--- src/rtl/pat_scan_pkg.sv ---
// Shared types and defaults for the serial pattern-scan run controller.
// Holds no logic: the FSM state set, default widths and the latched run configuration layout.
package pat_scan_pkg;

  localparam int PAT_W_DEF = 8;
  localparam int CNT_W_DEF = 8;
  localparam int LEN_W_DEF = $clog2(PAT_W_DEF) + 1;

  typedef enum logic [1:0] {
    IDLE = 2'd0,
    SCAN = 2'd1,
    DONE = 2'd2
  } state_e;

  typedef struct packed {
    logic [PAT_W_DEF-1:0] pat;
    logic [LEN_W_DEF-1:0] len;
    logic                 ovl;
    logic [CNT_W_DEF-1:0] target;
  } cfg_t;

  function automatic int len_width(input int pat_w);
    return $clog2(pat_w) + 1;
  endfunction

endpackage

--- src/rtl/pat_shift_match.sv ---
// Shift-register matcher: history and fill registers with a length-masked compare.
// match_o is combinational from the bit being shifted in this cycle; no backpressure.
module pat_shift_match
  import pat_scan_pkg::*;
#(
  parameter int PAT_W = PAT_W_DEF,
  parameter int LEN_W = len_width(PAT_W)
) (
  input  logic             clk_i,
  input  logic             rst_ni,
  input  logic             shift_i,
  input  logic             clear_i,
  input  logic             bit_i,
  input  logic             ovl_i,
  input  logic [PAT_W-1:0] pat_i,
  input  logic [LEN_W-1:0] len_i,
  output logic             match_o
);

  logic [PAT_W-1:0] hist_q, hist_d;
  logic [LEN_W-1:0] fill_q, fill_d;
  logic [PAT_W-1:0] mask;

  always_comb begin
    hist_d = {hist_q[PAT_W-2:0], bit_i};
    fill_d = (fill_q >= LEN_W'(PAT_W)) ? LEN_W'(PAT_W) : fill_q + 1'b1;
    mask   = '0;
    for (int i = 0; i < PAT_W; i++) begin
      mask[i] = (i < int'(len_i));
    end
  end

  assign match_o = shift_i && (fill_d >= len_i) && ((hist_d & mask) == (pat_i & mask));

  always_ff @(posedge clk_i or negedge rst_ni) begin
    if (!rst_ni) begin
      hist_q <= '0;
      fill_q <= '0;
    end else if (clear_i) begin
      hist_q <= '0;
      fill_q <= '0;
    end else if (shift_i) begin
      hist_q <= hist_d;
      // Non-overlapping runs restart the fill so matched bits cannot seed the next hit.
      fill_q <= (match_o && !ovl_i) ? '0 : fill_d;
    end
  end

endmodule

--- src/rtl/pat_scan_ctrl.sv ---
// Run controller: latches a config on start, scans qualified serial bits, counts hits to a target.
// All outputs registered, hit/done one cycle after the deciding edge; bit_vld gates progress, abort ends a run.
module pat_scan_ctrl
  import pat_scan_pkg::*;
#(
  parameter  int PAT_W = PAT_W_DEF,
  parameter  int CNT_W = CNT_W_DEF,
  localparam int LEN_W = $clog2(PAT_W) + 1
) (
  input  logic             clk_i,
  input  logic             rst_ni,
  input  logic             start_i,
  input  logic             abort_i,
  input  logic [PAT_W-1:0] cfg_pat_i,
  input  logic [LEN_W-1:0] cfg_len_i,
  input  logic             cfg_ovl_i,
  input  logic [CNT_W-1:0] cfg_target_i,
  input  logic             bit_in_i,
  input  logic             bit_vld_i,
  output logic             busy_o,
  output logic             hit_o,
  output logic [CNT_W-1:0] match_cnt_o,
  output logic             done_o,
  output logic             err_o
);

  // The latched configuration uses the package layout, so widths must agree with it.
  if (PAT_W != PAT_W_DEF || CNT_W != CNT_W_DEF || PAT_W < 2) begin : g_width_chk
    $error("pat_scan_ctrl: PAT_W/CNT_W must match pat_scan_pkg defaults and PAT_W >= 2");
  end

  state_e           state_q;
  cfg_t             cfg_q;
  logic [CNT_W-1:0] cnt_q;
  logic             busy_q, hit_q, done_q, err_q;

  logic             cfg_ok;
  logic             accept;
  logic             shift;
  logic             match;
  logic [CNT_W-1:0] cnt_inc;

  assign cfg_ok  = (cfg_len_i != '0) && (cfg_len_i <= LEN_W'(PAT_W)) && (cfg_target_i != '0);
  assign accept  = (state_q == IDLE) && start_i && cfg_ok;
  assign shift   = (state_q == SCAN) && bit_vld_i && !abort_i;
  assign cnt_inc = cnt_q + CNT_W'(1);

  pat_shift_match #(
    .PAT_W (PAT_W),
    .LEN_W (LEN_W)
  ) u_match (
    .clk_i   (clk_i),
    .rst_ni  (rst_ni),
    .shift_i (shift),
    .clear_i (accept),
    .bit_i   (bit_in_i),
    .ovl_i   (cfg_q.ovl),
    .pat_i   (cfg_q.pat),
    .len_i   (cfg_q.len),
    .match_o (match)
  );

  always_ff @(posedge clk_i or negedge rst_ni) begin
    if (!rst_ni) begin
      state_q <= IDLE;
      cfg_q   <= '0;
      cnt_q   <= '0;
      busy_q  <= 1'b0;
      hit_q   <= 1'b0;
      done_q  <= 1'b0;
      err_q   <= 1'b0;
    end else begin
      hit_q  <= 1'b0;
      done_q <= 1'b0;
      err_q  <= 1'b0;
      case (state_q)
        IDLE: begin
          if (start_i) begin
            if (cfg_ok) begin
              cfg_q   <= '{pat: cfg_pat_i, len: cfg_len_i, ovl: cfg_ovl_i, target: cfg_target_i};
              cnt_q   <= '0;
              busy_q  <= 1'b1;
              state_q <= SCAN;
            end else begin
              err_q <= 1'b1;
            end
          end
        end
        SCAN: begin
          // Abort wins over a bit arriving in the same cycle; shift is already gated by it.
          if (abort_i) begin
            busy_q  <= 1'b0;
            state_q <= IDLE;
          end else if (match) begin
            hit_q <= 1'b1;
            cnt_q <= cnt_inc;
            if (cnt_inc == cfg_q.target) begin
              busy_q  <= 1'b0;
              done_q  <= 1'b1;
              state_q <= DONE;
            end
          end
        end
        DONE: begin
          state_q <= IDLE;
        end
        default: begin
          busy_q  <= 1'b0;
          state_q <= IDLE;
        end
      endcase
    end
  end

  assign busy_o      = busy_q;
  assign hit_o       = hit_q;
  assign match_cnt_o = cnt_q;
  assign done_o      = done_q;
  assign err_o       = err_q;

endmodule

--- config.mk ---
export PLATFORM = sky130hd
export DESIGN_NAME = pat_scan_ctrl
export DESIGN_NICKNAME = d
export VERILOG_FILES = /design/src/rtl/pat_scan_pkg.sv /design/src/rtl/pat_shift_match.sv /design/src/rtl/pat_scan_ctrl.sv
export SDC_FILE = /design/constraint.sdc
export NUM_CORES = 1
export LEC_CHECK = 0
export BUFFER_PORTS_ARGS = -buffer_cell sky130_fd_sc_hd__buf_2
export CAP_MARGIN = 20
export CELL_PAD_IN_SITES_DETAIL_PLACEMENT = 1
export CELL_PAD_IN_SITES_GLOBAL_PLACEMENT = 1
export CORE_MARGIN = 4
export CORE_UTILIZATION = 25
export CTS_CLUSTER_SIZE = 25
export DETAILED_ROUTE_END_ITERATION = 10
export PLACE_DENSITY = 0.49
export SETUP_SLACK_MARGIN = 0.5
export SYNTH_ARGS = -nofsm -noshare
export SYNTH_HDL_FRONTEND = slang
export SYNTH_SLANG_ARGS = --single-unit
--- constraint.sdc ---
create_clock -name clk_i -period 2.4 [get_ports clk_i]
set_input_delay 0.48 -clock clk_i [delete_from_list [all_inputs] [get_ports clk_i]]
set_output_delay 0.48 -clock clk_i [all_outputs]
set_load 0.01 [all_outputs]
### Word level (Yosys, flattened, before mapping)

Index checks and enable logic that the tools add are counted.

* register bits: 46
* latch bits: 0
* bits in writable memories: 0
* memory bits (read-only): 0
* input port bits: 27
* word-level logic and storage cells: 91
* memories kept: 0

* add/subtract/negate cells: 2
* $mul: 0
* divide/modulo/power cells: 0
* order comparisons: 11
* eq/ne operators: 10
* shift-type cells: 0
* mux-type cells: 33
* bitwise operators: 3
* reductions and logical operators: 20

Operator list (number)
* 8-bit two-way mux: 4
* 8-bit AND: 2
* 8-bit equality test: 2
* 3-bit by 4-bit less-than comparator with 1-bit output, first input constant: 4
* 4-bit two-way mux: 4
* 8-bit one-hot mux with 2 select lines: 1
* 1-bit two-way mux: 15
* 7-bit two-way mux: 2
* 2-bit two-way mux: 5
* 5-bit AND reduction: 2
* 1-bit logical AND: 9
* 8-bit by 1-bit adder with 8-bit output, second input constant: 1
* 1-bit by 4-bit less-than comparator with 1-bit output, first input constant: 2
* 2-bit by 4-bit less-than comparator with 1-bit output, first input constant: 2
* 8-bit nonzero test: 1
* 2-bit != test, second input constant: 3
* 3-bit by 2-bit != test with 1-bit output, second input constant: 2
* 4-bit by 1-bit adder with 4-bit output, second input constant: 1
* 4-bit greater-or-equal comparator: 1
* 4-bit greater-or-equal comparator, second input constant: 1
* 4-bit <= comparator, second input constant: 1
* 2-bit one-hot mux with 2 select lines: 1
* 4-bit AND reduction: 1
* 2-bit nonzero test: 2
* other kinds (9): 10

### Logic depth before layout (Yosys ltp)

Gate-level depths: netlist of run 1.

* word-level depth: 9
* depth in mapped cells: 10
* depth with buffers taken out: 10

### Cells and area by module

From an unflattened synthesis of run 1, not the netlist that was laid out.

* cells, all modules: 225
* area total of the unflattened synthesis: 2446.1 um^2

Modules (own cells, without submodules)
* pat_scan_ctrl: instances 1, cells each 140, area each 1634.1 um^2
* pat_shift_match: instances 1, cells each 85, area each 812.0 um^2

### Worst setup path before layout of run 1

Ideal clock, no wire load.

* path type: reg2reg
* start: register u_match.fill_q[0]
* end: register busy_q, in the netlist busy_o
* library setup time: 143 ps
* data arrival time: 1991 ps
* data required time: 2257 ps
* setup slack: 266 ps
* cell stages (with the launch flop): 10
* path buffers: 0
* period minus slack after synthesis: 2134 ps
* cells stage by stage: dfrtp_1 > inv_1 > ha_1 > nor2b_1 > ha_1 > a211oi_1 > o21bai_1 > nand3_4 > nor4_4 > o221ai_2

* longest elaborated chain between the ends: 7

RTL lines
* start, declared: line pat_shift_match.sv:21 `logic [LEN_W-1:0] fill_q, fill_d;`
* start signal, assigned: line pat_shift_match.sv:45 `fill_q <= (match_o && !ovl_i) ? '0 : fill_d;`
* 4-bit by 1-bit adder with 4-bit output or 4-bit greater-or-equal comparator (tied branches): line pat_shift_match.sv:26 `fill_d = (fill_q >= LEN_W'(PAT_W)) ? LEN_W'(PAT_W) : fill_q + 1'b1;`
* 4-bit two-way mux (*): line pat_shift_match.sv:26
* 4-bit greater-or-equal comparator (*): line pat_shift_match.sv:33 `assign match_o = shift_i && (fill_d >= len_i) && ((hist_d & mask) == (pat_i & mask));`
* 1-bit logical AND (*) (2 in a row): line pat_shift_match.sv:33
* 3-bit by 2-bit != test with 1-bit output (no line) (*)
* 5-bit AND reduction (no line) (*)
* end signal, assigned: line pat_scan_ctrl.sv:68 `busy_q <= 1'b0;`
* end signal, assigned: line pat_scan_ctrl.sv:82 `busy_q <= 1'b1;`
* end signal, assigned: line pat_scan_ctrl.sv:92 `busy_q <= 1'b0;`
* end, declared: line pat_scan_ctrl.sv:35 `logic busy_q, hit_q, done_q, err_q;`

Every way passes the cells marked *; elsewhere a longest branch is shown, timed or not.
A chain may end at the register's enable or synchronous reset.

### Final worst setup path of run 1

* start: register u_match.fill_q[0]
* end: register cnt_q[4], in the netlist match_cnt_o[4]

* longest elaborated chain between the ends: 7

RTL lines
* 4-bit by 1-bit adder with 4-bit output or 4-bit greater-or-equal comparator (tied branches): line pat_shift_match.sv:26
* 4-bit two-way mux (*): line pat_shift_match.sv:26
* 4-bit greater-or-equal comparator (*): line pat_shift_match.sv:33
* 1-bit logical AND (*) (2 in a row): line pat_shift_match.sv:33
* 2-bit by 1-bit != test with 1-bit output (no line) (*)
* 5-bit AND reduction (no line) (*)
* end signal, assigned: line pat_scan_ctrl.sv:96 `cnt_q <= cnt_inc;`
* end, declared: line pat_scan_ctrl.sv:34 `logic [CNT_W-1:0] cnt_q;`

Marks and branches as above.

==> out/qor.yml, run 1 <==
slew_headroom_pct: 47.9
worstSkewPairLatency_ns: 0.30
cp_cell_sequence: "ha_4 -> xnor2_2 -> nor2_2 -> ha_4 -> o21ai_2 -> o21bai_2 -> nand3_4 -> buf_6 -> o31ai_2 -> a31oi_1"
syn_area_per_cell_um2: 10.5
final_cell_mix: "dfrtp_1 (40), buf_2 (38), nand2_1 (24)"
fin_nets: 332
drc: 0
rsz0062_at_grt: "yes"
die_area_mm2: 0.0117
grt_pass1_wl_mm: 11.1
worstSetupStartpoint: "u_match.fill_q[0]$_DFFE_PN0P_"
cts-htree-levels: 2
final.setup.tns_ns: 0
hpwlAfterDp_mm: 4.81
synth.top_cells.by_area: "dfrtp_1 (46%), mux2_2 (9.5%), xnor2_1 (5.3%)"
via_count: 2005
r2r_cells: 10
maxCapViolCount: 0
p_per_area_mw_per_mm2: 693
grt_pass1_vias: 2141
irDropWorstVdd_mv: 0.266
synthesis.area_mm2: 0.00250
clockBufferDepth: 2
initial_core_util_pct: 25.7
area_delta_synth_final_pct: 35.0
fin_crit_ns: 2.16
drt_pass1_iterations: 4
cp_num_buf_inv: 1
clk_pin_slew_worst_paths_ns: 0.09
yosys_warnings: 0
cp_slowest_cell: "dfrtp_2"
drive_gt1_share_pct: 46.5
ys_seq_area_share_pct: 46.1
synth_edf_count: 0
drtAntennaViolNets: 0
synth_top_area_share_pct: 46.1
wl_per_cell_um: 15.2
max_slew.worst_pin.slew_ns: 0.780
gp_congestion: 0.694
timing_hold_violations_final: 0
synth-seq-cells: 46
yosysTopAreaCell: "dfrtp_1"
cts_buffers: 5
r2r_slack_ns: 0.24
io_pins: 39
cp_max_fo: 7
synth.distinct_cells: 54
final_core_util_pct: 34.6
r2r-start: "u_match.fill_q[0]$_DFFE_PN0P_"
io_buffers: 38
chipHeight_um: 108
ys.flop_type: "dfrtp_1"
worstSetupPathType: "flop to flop"
final_common_cell: "dfrtp_1"
outcome: "complete, no violations"
cts_tree: "done"
fin_crit_sh_pct: 89.9
hold_buffers: 0
synthArstFlopShare_pct: 100
grt_start_max_net_pins: 47
worstPathArrival_ns: 2.32
slew_violations: 0
num_rows: 36
drt-total-wl_mm: 6.59
antenna_found_initial: 0
hp-class: "primary input to async pin"
grt-ovfl-total: 0
required_ns: 2.56
r2r_end: "match_cnt_o[4]$_DFFE_PN0P_"
clock.fmax_ghz: 0.463
grt_use_total_pct: 11.9
fin_skew_ns: 0.00839
dr.first_iter.drc_count: 68
setup_viol: 0
root_buffer: "clkbuf_8"
clkSinkCount: 46
core_mm2: 0.00973
crit_top_cell: "ha_4"
start_kind: "flop"
crit_family: "compound AO/OA/AOI/OAI gates"
synth_cells: 238
synthesis.nets: 272
num_antenna_cells: 0
critPathCaptureType: "flop"
leakage_nw: 1.45
fp.dieW_um: 108
vias_per_cell: 4.64
cpPeakStageDelay_ns: 0.46
per-layer routing:
metal  track usage, %  wire (µm)  vias to the layer above
li1                 -          -                      969
met5                0          0                        -
met1             17.5       3410                      997
met4             2.98         74                        0
met2             18.2       2950                       34
met3             1.97        158                        5
cells in the mapped netlist (2+ instances only):
cell	count
nor2b_1	4
o31ai_1	3
nand3_1	15
xnor2_1	15
nor2_1	9
xor2_1	3
ha_1	7
nand2_1	24
dfrtp_1	46
buf_2	2
o21ai_1	2
mux2_2	21
and2_1	3
clkbuf_1	5
o22ai_1	2
a31oi_1	5
o21ai_0	12
nand2b_1	2
nor4_1	4
o31a_1	2
a21oi_1	8
nand4_1	2
buf_1	2
inv_1	10
cell type report:
class	count	area (µm²)
Clock buffer	5	68.8
Clock inverter	3	40.0
Fill cell	1135	6360
Inverter	11	48.8
Multi-Input combinational cell	170	1460
Sequential cell	46	1160
Tap cell	133	166
Timing Repair Buffer	64	424
worst max path at each step:
| stage | cells past startpoint | end | slack, ns |
|---|---|---|---|
| finish | 10 | match_cnt_o[4]$_DFFE_PN0P_ | 0.24 |
| global route | 10 | match_cnt_o[4]$_DFFE_PN0P_ | 0.14 |
| CTS | 9 | state_q[0]$_DFFE_PN0P_ | 0.21 |
| detailed placement | 8 | match_cnt_o[4]$_DFFE_PN0P_ | 0.08 |
| global placement | 8 | match_cnt_o[4]$_DFFE_PN0P_ | 0.13 |
| floorplan | 7 | busy_o$_DFFE_PN0P_ | 0.37 |
flip-flops by register name, indices dropped and copies added (netlist names):
| register | flops |
|---|---|
| err_o | 1 |
| cfg_q | 21 |
| done_o | 1 |
| state_q | 2 |
| match_cnt_o | 8 |
| u_match.hist_q | 7 |
| busy_o | 1 |
| u_match.fill_q | 4 |
| hit_o | 1 |
per-stage QoR:
stage / std cells / power (mW) / hold WS [ns] / setup WS, ns / instance area, µm²
2_1_floorplan: 238 / 1.44 / 0.184 / 0.372 / 2570
3_3_place_gp: 410 / 1.63 / 0.493 / 0.126 / 2970
3_5_place_dp: 410 / 1.64 / 0.494 / 0.0773 / 2970
4_1_cts: 427 / 2.30 / 0.155 / 0.212 / 3190
5_1_grt: 432 / 2.50 / 0.167 / 0.140 / 3370
6_report: 432 / 2.34 / 0.152 / 0.241 / 3370
power by group:
part	internal [mW]	switching (mW)
clock	0.307	0.270
sequential	0.897	0.130
combinational	0.389	0.345
total	1.59	0.745
repair_timing:
item / 4_1_cts / 5_1_grt
resized for setup: 10 / 36
setup buffers: 9 / 5
pin swaps: 5 / 20
endpoints found under the setup margin: 17 / 38
logic make-up after synthesis:
logic type | count (synthesis) | synth area share [%]
muxes | 21 | 9.47
and+or+nand+nor | 73 | 16.1
buffers and inverters | 22 | 3.86
xor gates and xnor gates | 18 | 6.31
adders and majority gates | 7 | 3.51
DFF | 46 | 46.1
AOI/OAI and AO/OA | 51 | 14.7
Power figures use the tool's default switching activity.
==> run 2: changes to the inputs <==
--- a/config.mk
+++ b/config.mk
@@ -13,7 +13,8 @@
 export CORE_UTILIZATION = 25
 export CTS_CLUSTER_SIZE = 25
 export DETAILED_ROUTE_END_ITERATION = 10
-export PLACE_DENSITY = 0.49
+export PLACE_DENSITY = 0.51
+export REMOVE_ABC_BUFFERS = 1
 export SETUP_SLACK_MARGIN = 0.5
 export SYNTH_ARGS = -nofsm -noshare
 export SYNTH_HDL_FRONTEND = slang
==> constraint.sdc (replaced) <==
create_clock -name clk_i -period 1.88 [get_ports clk_i]
set_input_delay 0.376 -clock clk_i [delete_from_list [all_inputs] [get_ports clk_i]]
set_output_delay 0.376 -clock clk_i [all_outputs]
set_load 0.01 [all_outputs]
==> run 2 against run 1 <==
The flow now finishes with violations (negative setup slack). Critical path depth did not move. Sequential power rose by 24%. Global-route usage rose by 1.6 points. Power rose by 38%.
==> out/qor.yml, run 2 (same netlist as run 1, synthesis figures left out) <==
outcome: "complete, but fails checks"  # was complete, no violations
violations: "negative setup slack"
fin_nets: 372  # was 332
cp_max_fo: 6  # was 7
clk_pin_slew_worst_paths_ns: 0.10  # was 0.09 ns
grt_use_total_pct: 13.5  # was 11.9%
setup_viol: 17  # was 0
io_pins: 39  # unchanged
worstSetupPathType: "flop to flop"  # unchanged
cts_tree: "done"  # unchanged
drt_pass1_iterations: 4  # unchanged
die_area_mm2: 0.0117  # unchanged
largest_reg_flops: 21  # unchanged
area_delta_synth_final_pct: 52.3  # was 35.0%
wl_per_cell_um: 15.6  # was 15.2 µm
setup_ws_ns: -0.349  # was 0.241 ns
final_common_cell: "buf_4"  # was dfrtp_1
num_rows: 36  # unchanged
clkSinkCount: 46  # unchanged
dr.first_iter.drc_count: 73  # was 68
initial_core_util_pct: 25.7  # unchanged
slew_violations: 0  # unchanged
drt-total-wl_mm: 7.34  # was 6.59 mm
worstSkewPairLatency_ns: 0.30  # about the same
leakage_nw: 1.77  # was 1.45 nW
clockBufferDepth: 2  # unchanged
fin_skew_ns: 0.0105  # was 0.00839 ns
io_buffers: 38  # unchanged
drive_gt1_share_pct: 50.1  # was 46.5%
gp_congestion: 0.749  # was 0.694
core_mm2: 0.00973  # unchanged
cts-htree-levels: 2  # unchanged
required_ns: 2.05  # was 2.56 ns
grt-ovfl-total: 0  # unchanged
hp-class: "primary input to flop"  # was primary input to async pin
rsz0062_at_grt: "yes"  # unchanged
fin_crit_sh_pct: 119  # was 89.9%
grt_pass1_wl_mm: 12.3  # was 11.1 mm
p_per_area_mw_per_mm2: 848  # was 693 mW/mm²
timing_hold_violations_final: 0  # unchanged
fp.dieW_um: 108  # unchanged
grt_start_max_net_pins: 22  # was 47
irDropWorstVdd_mv: 0.358  # was 0.266 mV
start_kind: "flop"  # unchanged
maxCapViolCount: 0  # unchanged
place_inst: 453  # was 410
final_cell_mix: "buf_4 (47), dfrtp_1 (46), buf_2 (32)"  # was dfrtp_1 (40), buf_2 (38), nand2_1 (24)
chipHeight_um: 108  # unchanged
grt_pass1_vias: 2402  # was 2141
top_register: "cfg_q"  # unchanged
clock.fmax_ghz: 0.449  # was 0.463 GHz
slew_headroom_pct: 50.9  # was 47.9%
hpwlAfterDp_mm: 5.45  # was 4.81 mm
root_buffer: "clkbuf_8"  # unchanged
critPathCaptureType: "flop"  # unchanged
num_antenna_cells: 0  # unchanged
finalPower_mw: 3.23  # was 2.34 mW
fin_crit_ns: 2.23  # was 2.16 ns
vias_per_cell: 4.64  # about the same
drc: 0  # unchanged
max_slew.worst_pin.slew_ns: 0.735  # was 0.780 ns
cts_buffers: 5  # unchanged
antenna_found_initial: 0  # unchanged
stdcell_count: 472  # was 432
drtAntennaViolNets: 0  # unchanged
via_count: 2189  # was 2005
worstPathArrival_ns: 2.40  # was 2.32 ns
## run 2: final cells by class
| type | instances | area, µm² |
|---|---|---|
| Inverter | 11 | 46.3 |
| Sequential cell | 46 | 1150 |
| Clock inverter | 3 | 43.8 |
| Timing Repair Buffer | 104 | 833 |
| Tap cell | 133 | 166 |
| Fill cell | 1140 | 5930 |
| Clock buffer | 5 | 68.8 |
| Multi-Input combinational cell | 170 | 1490 |
## run 2: worst max-delay path, cell delays in order (launching register included)
cell and delay, ns:
dfrtp_1 0.43, inv_1 0.07, ha_1 0.28, nor2b_4 0.14, ha_4 0.25, a211oi_2 0.06
o21bai_2 0.20, nand3_4 0.13, buf_6 0.17, o31ai_2 0.23, a31oi_1 0.12
## run 2: path summary, 6_finish.rpt
kind / start / depth (start not counted) / to / slack (ns)
worst min-delay path: cfg_pat_i[6] / 2 / cfg_q[19]$_DFFE_PN0P_ / 0.30
worst max register to register: u_match.fill_q[0]$_DFFE_PN0P_ / 10 / match_cnt_o[4]$_DFFE_PN0P_ / -0.35
worst min register to register: cfg_q[0]$_DFFE_PN0P_ / 1 / cfg_q[0]$_DFFE_PN0P_ / 0.54
min in group asynchronous: rst_ni / 2 / u_match.hist_q[2]$_DFFE_PN0P_ / 0.50
max in group asynchronous: rst_ni / 3 / cfg_q[7]$_DFFE_PN0P_ / 0.87
worst max-delay path: u_match.fill_q[0]$_DFFE_PN0P_ / 10 / match_cnt_o[4]$_DFFE_PN0P_ / -0.35
## run 2: timing repair
action	in CTS	in global routing
setup endpoints to repair	52	53
cloned	1	0
gates resized for setup	63	27
hold buffers	1	0
pin swaps	24	14
buffers inserted	7	2
hold endpoints to repair	13	0
## run 2: metrics by stage
stage / setup TNS (ns) / hold slack [ns] / instance area [µm²] / util (%) / worst slack (ns)
floorplan: -7.17 / 0.0804 / 2440 / - / -0.411
global placement: -9.15 / 0.316 / 3220 / 33.1 / -0.373
detailed placement: -11.25 / 0.315 / 3220 / 33.1 / -0.462
CTS: -4.05 / 0.284 / 3670 / 37.7 / -0.302
global route: -6.40 / 0.283 / 3800 / 39.1 / -0.456
finish: -4.23 / 0.298 / 3800 / 39.1 / -0.349
## run 2: per-layer routing
layer  wire, µm  track usage [%]
met2       3380             21.5
met5          0                0
met1       3670             19.0
met4         88             3.79
met3        198             2.39
## run 2: power breakdown
group	leakage (nW)	switching, mW	internal (mW)
combinational	1.13	0.498	0.671
sequential	0.590	0.141	1.14
clock	0.0585	0.374	0.399
total	1.77	1.01	2.21
